--- config.mk ---
export PLATFORM = sky130hd
export DESIGN_NAME = ama_riscv_scoreboard
export DESIGN_NICKNAME = d
export VERILOG_FILES = /design/src/rtl/ama_riscv_scoreboard.sv
export SDC_FILE = /design/constraint.sdc
export NUM_CORES = 1
export LEC_CHECK = 0
export CAP_MARGIN = 20
export CELL_PAD_IN_SITES_DETAIL_PLACEMENT = 2
export CELL_PAD_IN_SITES_GLOBAL_PLACEMENT = 2
export CORE_AREA = 2 2 98 100
export CTS_CLUSTER_DIAMETER = 40
export DETAILED_ROUTE_END_ITERATION = 7
export DIE_AREA = 0 0 100 102
export PLACE_DENSITY_LB_ADDON = 0.1
export SETUP_SLACK_MARGIN = 0.15
export SYNTH_ARGS = -nofsm -noshare
export SYNTH_HDL_FRONTEND = slang
export SYNTH_SLANG_ARGS = --single-unit
--- constraint.sdc ---
create_clock -name clk -period 4.3 [get_ports clk]
set_input_delay 1.075 -clock clk [delete_from_list [all_inputs] [get_ports clk]]
set_output_delay 1.075 -clock clk [all_outputs]
set_load 0.02 [all_outputs]
--- src/rtl/ama_riscv_scoreboard.sv ---
// ID-stage scoreboard for long-latency register writers (load misses, divide).
// Tracks busy destination registers and stalls ID on RAW/WAW/capacity hazards.
module ama_riscv_scoreboard #(
  parameter int unsigned MAX_PENDING = 4,
  localparam int unsigned CNT_W = $clog2(MAX_PENDING + 1)
) (
  input  logic             clk,
  input  logic             rst,
  input  logic             issue_valid,
  input  logic             issue_we,
  input  logic             issue_long,
  input  logic [4:0]       issue_rd,
  input  logic [4:0]       rs1_id,
  input  logic [4:0]       rs2_id,
  input  logic             rs1_used,
  input  logic             rs2_used,
  input  logic             flush,
  input  logic             complete_valid,
  input  logic [4:0]       complete_rd,
  output logic             stall_id,
  output logic [31:0]      pending,
  output logic [CNT_W-1:0] outstanding,
  output logic             sb_full,
  output logic             err_spurious
);

  logic [31:0]      pend_q;
  logic [31:0]      pend_d;
  logic [CNT_W-1:0] cnt_q;
  logic             err_q;
  logic             raw1;
  logic             raw2;
  logic             waw;
  logic             cap;
  logic             accept;
  logic             comp_hit;
  logic             comp_spur;

  assign sb_full = (cnt_q == CNT_W'(MAX_PENDING));

  // Hazards look only at registered state; pend_q[0] is held at 0 so x0 never hazards.
  assign raw1 = rs1_used & pend_q[rs1_id];
  assign raw2 = rs2_used & pend_q[rs2_id];
  assign waw  = issue_we & pend_q[issue_rd];
  assign cap  = issue_long & issue_we & sb_full;

  assign stall_id = issue_valid & ~flush & (raw1 | raw2 | waw | cap);

  assign accept    = issue_valid & ~flush & ~stall_id & issue_we & issue_long &
                     (issue_rd != '0);
  assign comp_hit  = complete_valid & (complete_rd != '0) & pend_q[complete_rd];
  assign comp_spur = complete_valid & (complete_rd != '0) & ~pend_q[complete_rd];

  always_comb begin
    pend_d = pend_q;
    if (comp_hit) pend_d[complete_rd] = 1'b0;
    if (accept)   pend_d[issue_rd]    = 1'b1;
    pend_d[0] = 1'b0;
  end

  always_ff @(posedge clk) begin
    if (rst) begin
      pend_q <= '0;
      cnt_q  <= '0;
      err_q  <= 1'b0;
    end else begin
      pend_q <= pend_d;
      // cap keeps accept off when full; comp_hit implies cnt_q >= 1.
      case ({accept, comp_hit})
        2'b10:   cnt_q <= cnt_q + CNT_W'(1);
        2'b01:   cnt_q <= cnt_q - CNT_W'(1);
        default: cnt_q <= cnt_q;
      endcase
      if (comp_spur) err_q <= 1'b1;
    end
  end

  assign pending      = pend_q;
  assign outstanding  = cnt_q;
  assign err_spurious = err_q;

endmodule

### After elaboration in Yosys (flattened, before gate mapping)

Cells that the tools add are included.

* output and inout bits: 38
* input port bits: 29
* word-level logic and storage cells: 58
* register bits after elaboration: 36

* mux-type cells: 15
* bitwise logic cells: 23
* equal/unequal tests: 3
* $add $sub $neg: 2
* reduce and logical (&&, ||, !) cells: 5
* $lt $le $gt $ge: 6

Operator list (number)
* 32-bit two-way mux: 2
* 32-bit bitwise AND: 1
* 32-bit inverter: 1
* 32-bit OR: 1
* 5-bit by 6-bit < comparator with 1-bit output, second input constant: 4
* 1-bit binary-select mux with 5-bit select: 4
* 1-bit bitwise AND: 14
* 1-bit demux with 5-bit select: 2
* 5-bit by 1-bit greater-or-equal comparator with 1-bit output, second input constant: 2
* 5-bit nonzero test: 2
* 1-bit two-way mux: 6
* 3-bit one-hot mux with 2 select lines: 1
* 3-bit by 1-bit adder with 3-bit output, second input constant: 1
* 3-bit equality test, second input constant: 1
* 1-bit inverter: 3
* 1-bit OR: 3
* 3-bit by 1-bit subtractor with 3-bit output, second input constant: 1
* 2-bit by 1-bit equality test with 1-bit output, second input constant: 1
* 2-bit equality test, second input constant: 1
* 1-bit logical AND: 2
* 2-bit nonzero test: 1

### Longest topological paths before layout

Gate-level depths: netlist of the first run.

* word-level depth: 14
* mapped depth: 13
* mapped depth without buffers: 11

### Worst setup path before layout of the first run

Ideal clock, no wire load.

* path type: input-to-reg
* from: in issue_rd[3]
* to: reg cnt_q[2] (netlist: outstanding[2])
* arrival: 3.857 ns
* required time: 4.230 ns
* path slack: 0.373 ns
* stages on the path: 12
* buffers on the path: 1
* setup time: 0.070 ns
* path through: clkbuf_1 mux4_2 nand2_1 o21ai_0 a221oi_2 o211ai_4 a311o_1 ha_1 fa_1 xnor2_1 or3_1 a21oi_1

* word-level cells in the longest chain between the ends: 13
* elaborated cells on any way between the ends: 16
* classes of those cells: 2 x eq/ne; 3 x mux; 9 x bitwise; 2 x reduce/logical

Ends and longest elaborated chain
* start, declared: RTL line 12 `input logic [4:0] issue_rd,`
* 1-bit binary-select mux with 5-bit select: RTL line 44 `assign waw = issue_we & pend_q[issue_rd];`
* 1-bit two-way mux (not written as such): RTL line 44
* 1-bit bitwise AND: RTL line 44
* 1-bit OR (2 in series): RTL line 47 `assign stall_id = issue_valid & ~flush & (raw1 | raw2 | waw | cap);`
* 1-bit bitwise AND: RTL line 47
* 1-bit inverter: RTL line 49 `assign accept = issue_valid & ~flush & ~stall_id & issue_we & issue_long &`
* 1-bit bitwise AND (3 in series): RTL line 49
* 1-bit bitwise AND *: RTL line 49
* 2-bit by 1-bit equality test with 1-bit output or 2-bit equality test (tied branches): RTL line 69 `case ({accept, comp_hit})`
* 3-bit one-hot mux with 2 select lines or 2-bit nonzero test (tied branches)
* end signal, assigned: RTL line 70 `2'b10: cnt_q <= cnt_q + CNT_W'(1);`
* end signal, assigned: RTL line 71 `2'b01: cnt_q <= cnt_q - CNT_W'(1);`
* end signal, assigned: RTL line 72 `default: cnt_q <= cnt_q;`
* end, declared: RTL line 29 `logic [CNT_W-1:0] cnt_q;`

Every way passes the cells marked *; elsewhere a longest branch is shown, timed or not. The select of a mux whose other input is x is not followed.
A chain may end at the register's enable or synchronous reset.

### Worst setup path in the final report of the first run

* from: in rs2_id[2]
* to: out stall_id

* word-level cells in the longest chain between the ends: 7

Ends and longest elaborated chain
* start, declared: RTL line 14 `input logic [4:0] rs2_id,`
* 1-bit binary-select mux with 5-bit select: RTL line 43 `assign raw2 = rs2_used & pend_q[rs2_id];`
* 1-bit two-way mux (not written as such): RTL line 43
* 1-bit bitwise AND: RTL line 43
* 1-bit OR (3 in series): RTL line 47
* 1-bit bitwise AND: RTL line 47
* end, declared: RTL line 20 `output logic stall_id,`

No other way between the ends. The select of a mux whose other input is x is not followed.

==> results_dict.tcl, run 1 <==
set metrics [dict create \
    crit_path_max_incr_delay_ns 0.59 \
    min_to "err_spurious" \
    seq_area_frac_synth_pct 25.3 \
    crit_chain "clkdlybuf4s50_1 -> mux4_2 -> mux2i_1 -> mux2i_1 -> a31oi_2 -> o211ai_4 -> and3b_1 -> buf_6" \
    cts_tree "yes" \
    yosysWarnings 0 \
    worst_slew_pin_slew_ns 1.04 \
    dp_hpwl_um 8800 \
    cts_root_buffer "clkbuf_8" \
    port_buffers 65 \
    die_w_um 100 \
    finalWirelength_um 12200 \
    clock_skew_ns 0.00732 \
    cts.sinks 35 \
    final_common_cell "clkdlybuf4s50_1" \
    num_rows 35 \
    cts_made_buffers 5 \
    die_area_mm2 0.0102 \
    period_share_pct 93.8 \
    final_cell_mix "clkdlybuf4s50_1 (56), dfxtp_1 (35), o311ai_1 (31), o31ai_1 (31), buf_4 (28)" \
    ys_ff_latch 35 \
    slew_headroom_pct 30.6 \
    drv_cap 0 \
    min_from "err_spurious" \
    hold_buffers 0 \
    async_flop_share_pct 0 \
    grt_pass1_wl_um 18800 \
    outcome "completed" \
    vias_per_cell 6.26 \
    period_needed_ns 4.03 \
    track_usage_pct 24.8 \
    fin_cells 452 \
    ff2ff_setup_slack_ns 1.04 \
    initial_utilization_pct 30.4 \
    drt-initial-drc-count 170 \
    hold_depth 1 \
    slowest_stage "clkdlybuf4s50_1" \
    synth-edff-count 0 \
    reg2reg_to "outstanding[2]" \
    endpoint_kind "primary output" \
    synth_cell_types 54 \
    ff2ff_path_depth 12 \
    r2r-start "pending[19]" \
    drive_gt1_share_pct 27.0 \
    htree_levels 2 \
    synth_nets 294 \
    powerDensity_mw_per_mm2 189 \
    max_freq_mhz 248 \
    area_growth_pct 38.3 \
    rsz0062_at_grt "false" \
    drc 0 \
    path_common_cell "mux2i_1" \
    gp_congestion 0.891 \
    synthCells 263 \
    crit_arrival_ns 2.96 \
    drt.antenna.violating_nets 0 \
    num-fill-cells 990 \
    die_h_um 102 \
    hold_path.class "register to register" \
    finalMaxSlewViolations 0 \
    synth_ff_type "dfxtp_1" \
    layout.nets 372 \
    crit_type "primary input to primary output" \
    synth_area_mm2 0.00277 \
    gr-total-overflow 0 \
    finalHoldViolCount 0 \
    dp.cells 444 \
    grt_pass1_vias 3108 \
    syn_area_per_cell_um2 10.5 \
    clockBufferDepth 2 \
    critPathLaunchType "primary input" \
    vias 2831 \
    clk_pin_slew_worst_paths_ns 0.07 \
    finalSetupViolCount 0 \
    leakage_uw 0.00131 \
    cp.required_ns 3.22 \
    antenna_found_initial 0 \
    crit_fanout 5 \
    power_uw 725 \
    io-pin-count 67 \
    antenna_cells 0 \
    grt_max_degree 33 \
    wl_per_cell_um 27.0 \
    ir_worst_vdd_v 0.0000858 \
    dr.pass1.iters 4 \
    clkLatencyLatePin_ns 0.29 \
    core-area_mm2 0.00911 \
]
==> worst max path at each step <==
| stage | from | endpoint | cells past startpoint |
|---|---|---|---|
| detailed placement | rs1_id[1] | stall_id | 9 |
| global placement | rs2_id[1] | stall_id | 9 |
| finish | rs2_id[2] | stall_id | 8 |
| global route | rs2_id[0] | outstanding[2] | 13 |
| floorplan | issue_rd[3] | outstanding[2] | 12 |
| CTS | issue_rd[1] | stall_id | 9 |
==> repair_timing <==
action | 4_1_cts | 5_1_grt
endpoints found under the setup margin | 2 | 2
cloned | 0 | 0
gates resized for setup | 29 | 5
buffers inserted | 1 | 0
pin swaps | 11 | 1
==> where the power goes <==
part           switching [uW]  internal, uW
clock network             119           126
registers                2.56           326
logic                    81.4          70.3
==> cells by family after synthesis <==
kind of cell,Yosys count,share of synthesized area (%)
compound gates,86,26.0
flops,35,25.3
mux,36,26.1
xor+xnor,2,0.632
buf+inv,34,6.32
simple gates,67,14.4
fa+ha+maj,2,1.17
other cells,1,0.135
==> metal layers <==
metal  track usage (%)  wire [um]
met4              8.75        320
met3              2.46        612
met2              42.6       5870
met1              32.8       5420
met5                 0          0
==> final cells by class <==
| cell class | count | area (um^2) | area share, % |
|---|---|---|---|
| clock inverter | 1 | 5.00 | 0.131 |
| timing repair buffer | 99 | 933 | 24.4 |
| inverter | 6 | 22.5 | 0.588 |
| sequential | 35 | 701 | 18.3 |
| multi-input combinational | 194 | 1950 | 50.8 |
| clock buffer | 6 | 82.6 | 2.16 |
| tap | 111 | 139 | 3.63 |
==> flip-flops by register name (all words and copies together), names as in the netlist <==
register,count
pending,31
outstanding,3
err_spurious,1
==> synthesized netlist by cell type (all sizes together) (3+ instances only) <==
| cell | instances | share of area (%) |
|---|---|---|
| nand3b | 6 | 1.6 |
| o31ai | 31 | 8.4 |
| nand2 | 12 | 1.6 |
| or3b | 3 | 0.95 |
| o311ai | 32 | 10 |
| and3b | 3 | 0.95 |
| nor2 | 5 | 0.68 |
| nand2b | 11 | 2.5 |
| o21ai | 4 | 0.86 |
| clkbuf | 11 | 1.5 |
| a31oi | 3 | 1.1 |
| mux2i | 4 | 1.4 |
| nand3 | 9 | 1.8 |
| nor3b | 4 | 1.1 |
| dfxtp | 35 | 25 |
| o211ai | 3 | 1.5 |
| nor2b | 5 | 1.1 |
| buf | 17 | 4.0 |
| inv | 6 | 0.81 |
| mux2 | 4 | 1.6 |
| mux4 | 28 | 23 |
==> worst max-delay path, delay by kind of cell <==
| kind | cells | cell delay, ns |
|---|---|---|
| AOI/OAI and AO/OA | 2 | 0.39 |
| buffers and inverters | 2 | 0.72 |
| muxes | 3 | 0.57 |
| and+or+nand+nor | 1 | 0.20 |
==> stage by stage <==
stage / utilization (%) / area (um^2) / setup slack, ns / TNS, ns / hold slack [ns]
2_1_floorplan: - / 2770 / 0.373 / 0 / 0.559
3_5_place_dp: 40.3 / 3670 / -0.494 / -1.04 / 0.477
3_3_place_gp: 40.3 / 3670 / -0.407 / -0.741 / 0.459
5_1_grt: 42.1 / 3830 / 0.168 / 0 / 0.515
4_1_cts: 42.0 / 3830 / 0.150 / 0 / 0.498
6_report: 42.1 / 3830 / 0.266 / 0 / 0.489
(Power assumes the default switching activity.)
==> inputs of run 2 (changes only) <==
CTS_CLUSTER_SIZE = 24   (was default)
SLEW_MARGIN = 5   (was default)
==> results of run 2 <==
The final DEF is identical to that of run 1; final timing and power are the same.
==> patch 1: new RTL, settings of run 1 <==
Set the parameter `MAX_PENDING` to 8 (it was 4).
--- a/src/rtl/ama_riscv_scoreboard.sv
+++ b/src/rtl/ama_riscv_scoreboard.sv
@@ -2,5 +2,5 @@
 // Tracks busy destination registers and stalls ID on RAW/WAW/capacity hazards.
 module ama_riscv_scoreboard #(
-  parameter int unsigned MAX_PENDING = 4,
+  parameter int unsigned MAX_PENDING = 8,
   localparam int unsigned CNT_W = $clog2(MAX_PENDING + 1)
 ) (
Interface: changed (resized outstanding); port bits go from 67 to 68. The function was not compared with the original's and may differ.
==> patch 1 against run 1 <==
Synthesized area is 3.9% higher; hold slack worse by 0.0012 ns; setup slack worse by 0.029 ns; synthesized cell count is 6.1% higher; core utilization is 0.54 points higher; first-iteration DRC count is 13% higher; die area stayed put; global-route usage is 1.7 points higher; cell area is 1.3% higher; wire length is 8.6% higher; total power is 1.1% higher; sequential cell count is 1 higher; critical path type unchanged; largest cell class unchanged.
==> patch 1: results <==
<?xml version="1.0" encoding="UTF-8"?>
<metrics>
  <group name="sta">
    <metric name="min_period_over_period" unit="%">94.5</metric>
    <metric name="fin_hold_ws" unit="ns">0.487</metric>
    <metric name="tightestPinTransition" unit="ns">0.927</metric>
  </group>
  <group name="global_route">
    <metric name="grt_first_pass_wirelength" unit="um">20100</metric>
    <metric name="number_of_global_route_vias_before_repair" unit="">3252</metric>
  </group>
  <group name="routing">
    <metric name="vias_per_cell" unit="">6.50</metric>
    <metric name="drt_iter0_markers" unit="">192</metric>
    <metric name="routed_wire_length_per_instance" unit="um">28.4</metric>
    <metric name="dr_total_vias" unit="">3040</metric>
  </group>
  <group name="layout">
    <metric name="drive_gt1_share" unit="%">23.2</metric>
    <metric name="fin_nets" unit="">389</metric>
    <metric name="fillers" unit="">981</metric>
  </group>
  <group name="placed_design">
    <metric name="placedInstanceArea" unit="um2">3810</metric>
    <metric name="detailed_place_hpwl" unit="um">9760</metric>
    <metric name="place.port_buffers" unit="">66</metric>
    <metric name="placed_cells_incl_taps" unit="">461</metric>
    <metric name="finalWeightedCongestion" unit="">0.846</metric>
  </group>
  <group name="critical_path">
    <metric name="worst_ep_arrival_time" unit="ns">2.99</metric>
    <metric name="critical_path.startpoint" unit="">issue_rd[4]</metric>
    <metric name="r2r_setup_slack" unit="ns">0.90</metric>
    <metric name="cp_slowest_stage_delay" unit="ns">0.64</metric>
  </group>
  <group name="clock_tree">
    <metric name="post_cts.repair.setup_buffers" unit="">0</metric>
  </group>
  <group name="pwr">
    <metric name="leakage_power_of_the_design" unit="nW">1.33</metric>
  </group>
  <group name="synthesis">
    <metric name="syn_nets" unit="">311</metric>
    <metric name="synth.yosys.seq_area_share" unit="%">25.0</metric>
    <metric name="avgSynthCellArea" unit="um2">10.3</metric>
    <metric name="ys_top_cells_by_count" unit="">36 x sky130_fd_sc_hd__dfxtp_1, 31 x sky130_fd_sc_hd__o41ai_1, 22 x sky130_fd_sc_hd__mux4_2, 19 x sky130_fd_sc_hd__o311ai_1</metric>
  </group>
  <group name="outcome">
    <metric name="status" unit="">complete, no violations</metric>
  </group>
</metrics>
==> patch 1: what timing repair did <==
item	4_1_cts	5_1_grt
cloned	0	0
endpoints found under the hold margin	0	0
gates resized for setup	17	8
setup endpoints to repair	3	3
==> patch 1: tightest hold or removal path: stages, from the launching register on <==
cell and delay [ns]:
sky130_fd_sc_hd__dfxtp_1 0.34, sky130_fd_sc_hd__a21oi_1 0.04, sky130_fd_sc_hd__nor2_1 0.07
==> patch 1: kinds of logic after synthesis <==
kind of cell             share of synthesized area [%]
multiplexers                                      26.2
XOR/XNOR                                         0.913
flip-flops                                        25.0
adder cells (fa/ha/maj)                           1.30
AND/OR/NAND/NOR                                   14.2
AO/OA/AOI/OAI                                     25.9
buffers and inverters                             6.26
other                                            0.130
==> patch 1: layout make-up <==
| type | instances | area [um2] | share of cell area [%] |
|---|---|---|---|
| multi-input cells | 209 | 1980 | 51.1 |
| well taps | 111 | 139 | 3.58 |
| clock inverters | 2 | 12.5 | 0.322 |
| clock buffers | 5 | 68.8 | 1.77 |
| inverters | 6 | 22.5 | 0.580 |
| flip-flops and latches | 36 | 721 | 18.6 |
| repair buffers | 99 | 935 | 24.1 |
==> patch 1: power by group through the flow <==
stage                     sequential, mW  combinational (mW)  clock (mW)
after floorplan                    0.345              0.0812           0
after global placement             0.344               0.158           0
after detailed placement           0.344               0.162           0
after CTS                          0.337               0.161       0.239
after global routing               0.337               0.172       0.257
final                              0.337               0.161       0.235
==> patch 1: worst max path at each step <==
stage,to,cells after the start
after detailed placement,stall_id,7
after floorplan,outstanding[2]$_SDFFE_PP0P_,15
after global routing,outstanding[2]$_SDFFE_PP0P_,15
final,stall_id,8
after global placement,stall_id,7
after CTS,stall_id,7
==> patch 1: metal layers <==
metal | track usage, % | wire length [um] | vias up
li1 | - | - | 1336
met5 | 0 | 0 | -
met4 | 9.06 | 410 | 0
met2 | 47.1 | 6620 | 111
met3 | 4.04 | 681 | 23
met1 | 33.1 | 5560 | 1570
==> patch 2: new RTL, settings of run 1 <==
Without the edit above. Put one more register stage on the output `err_spurious`, cleared by the reset. The value now appears one clock later. The other outputs are not delayed to match.
--- a/src/rtl/ama_riscv_scoreboard.sv
+++ b/src/rtl/ama_riscv_scoreboard.sv
@@ -78,5 +78,11 @@
   assign pending      = pend_q;
   assign outstanding  = cnt_q;
-  assign err_spurious = err_q;
+  always_ff @(posedge clk) begin
+    if (rst) begin
+      err_spurious <= '0;
+    end else begin
+      err_spurious <= err_q;
+    end
+  end
 
 endmodule
Formal check against the unedited RTL: not equivalent (Yosys sat finds a counterexample within 4 cycles, from zero or initial values and one cycle with rst high).
==> patch 2 against run 1 <==
Clock skew down 0.0015 ns; synthesized area up 2.6%; total power up 15%; setup slack worse by 0.053 ns; combinational power up 30%; sequential cell count up 1; core utilization up 3.4 points; clock power up 24%; cell area up 8.2%; sequential share of layout area down 0.90 points; count of clock-buffer cells in the layout unchanged; wire length up 13%.
==> patch 2: results <==
<?xml version="1.0" encoding="UTF-8"?>
<metrics>
  <group name="global_route">
    <metric name="globalRouteTotalUtil" unit="%">26.7</metric>
    <metric name="grt_first_pass_wirelength" unit="um">20500</metric>
    <metric name="number_of_global_route_vias_before_repair" unit="">3437</metric>
  </group>
  <group name="critical_path">
    <metric name="crit_fanout" unit="">3</metric>
    <metric name="reg2reg_launch_point" unit="">pending[1]$_SDFF_PP0_</metric>
    <metric name="r2r.worst_path.cells" unit="">13</metric>
    <metric name="r2r_setup_slack" unit="ns">0.96</metric>
  </group>
  <group name="sta">
    <metric name="max_slew_headroom" unit="%">42.4</metric>
    <metric name="finClkSkew" unit="ns">0.00581</metric>
  </group>
  <group name="routing">
    <metric name="totalWireLength" unit="um">13800</metric>
    <metric name="drt_iter0_markers" unit="">275</metric>
    <metric name="dr_total_vias" unit="">3225</metric>
  </group>
  <group name="synthesis">
    <metric name="synth_top_cells_by_area" unit="">sky130_fd_sc_hd__dfxtp_1 25%, sky130_fd_sc_hd__mux4_2 13%, sky130_fd_sc_hd__o311ai_0 9.6%</metric>
    <metric name="ys_top_cells_by_count" unit="">36 x sky130_fd_sc_hd__dfxtp_1, 31 x sky130_fd_sc_hd__o311ai_0, 25 x sky130_fd_sc_hd__mux2i_1, 18 x sky130_fd_sc_hd__o31ai_1, 17 x sky130_fd_sc_hd__mux4_2</metric>
    <metric name="synth_cell_type_count" unit="">56</metric>
  </group>
  <group name="pwr">
    <metric name="vdd.ir_drop.worst" unit="mV">0.126</metric>
    <metric name="leakage_power_of_the_design" unit="nW">1.48</metric>
  </group>
  <group name="hold_path">
    <metric name="hold-path-cell-count" unit="">2</metric>
    <metric name="min-delay-start" unit="">err_q$_SDFFE_PP0P_</metric>
    <metric name="whs_endpoint" unit="">err_q$_SDFFE_PP0P_</metric>
  </group>
  <group name="outcome">
    <metric name="status" unit="">complete, no violations</metric>
  </group>
  <group name="placed_design">
    <metric name="placedInstanceArea" unit="um2">3840</metric>
    <metric name="finalWeightedCongestion" unit="">0.893</metric>
    <metric name="detailed_place_hpwl" unit="um">10000</metric>
  </group>
  <group name="layout">
    <metric name="drive_gt1_share" unit="%">25.3</metric>
  </group>
</metrics>
patch 2: cell types whose count changed after synthesis, moves of 7 or more:
cell	delta
sky130_fd_sc_hd__o311ai_1	-32
sky130_fd_sc_hd__mux4_2	-9
sky130_fd_sc_hd__mux2i_1	+21
sky130_fd_sc_hd__o41ai_1	+10
sky130_fd_sc_hd__nor2_1	+7
sky130_fd_sc_hd__o311ai_0	+31
sky130_fd_sc_hd__o31ai_1	-13
patch 2: timing repair:
action	4_1_cts	5_1_grt
pin swaps	7	4
hold buffers	0	0
cloned	0	1
setup buffers	5	4
endpoints found under the hold margin	0	0
gates resized for setup	36	10
setup endpoints to repair	3	2
patch 2: power by group:
part | internal [mW] | total (mW) | switching, mW | leakage [nW]
Sequential | 0.335 | 0.337 | 0.00221 | 0.290
Clock | 0.172 | 0.303 | 0.130 | 0.0552
Combinational | 0.0922 | 0.197 | 0.104 | 1.14
patch 2: cell type report:
| cell class | count | area, um2 |
|---|---|---|
| Clock buffer | 6 | 72.6 |
| Sequential cell | 36 | 721 |
| Fill cell | 980 | 4960 |
| Inverter | 4 | 15.0 |
| Timing Repair Buffer | 115 | 1080 |
| Clock inverter | 2 | 35.0 |
| Multi-Input combinational cell | 228 | 2080 |
| Tap cell | 111 | 139 |
patch 2: worst max-delay path: stages:
cell	delay, ns
sky130_fd_sc_hd__clkdlybuf4s15_1	0.26
sky130_fd_sc_hd__mux4_2	0.53
sky130_fd_sc_hd__nor2_1	0.13
sky130_fd_sc_hd__o32ai_1	0.13
sky130_fd_sc_hd__o41ai_4	0.32
sky130_fd_sc_hd__nand4_4	0.19
sky130_fd_sc_hd__and3b_1	0.23
sky130_fd_sc_hd__buf_6	0.13
patch 2: layer usage:
metal / up-vias / global-route usage, % / part of all wire [%]
li1: 1414 / - / -
met1: 1620 / 34.3 / 43
met2: 151 / 46.6 / 49
met3: 38 / 3.08 / 4.5
met4: 2 / 9.91 / 3.9
met5: - / 0 / 0.087
patch 2: kinds of logic (layout without fill, tap and decap cells):
logic type                 count (synthesis)  in the layout  share of synthesized area, %
and+or+nand+nor                           88             88                          18.1
AOI/OAI and AO/OA                         87             87                          25.4
muxes                                     48             48                          24.8
DFF                                       36             36                          25.4
buffers and inverters                     28            127                          4.54
adders and majority gates                  2              2                          1.14
xor gates and xnor gates                   2              2                         0.617
other                                      1              1                         0.132
patch 2: per-stage QoR:
step           setup WS, ns  hold WS (ns)  std cells  setup TNS (ns)  util (%)
3_3_place_gp         -0.610         0.446        484           -1.60      42.2
5_1_grt               0.159         0.499        502               0      45.5
2_1_floorplan         0.332         0.429        292               0         -
6_report              0.212         0.468        502               0      45.5
3_5_place_dp         -0.636         0.459        484           -1.71      42.2
4_1_cts               0.154         0.477        497               0      44.8
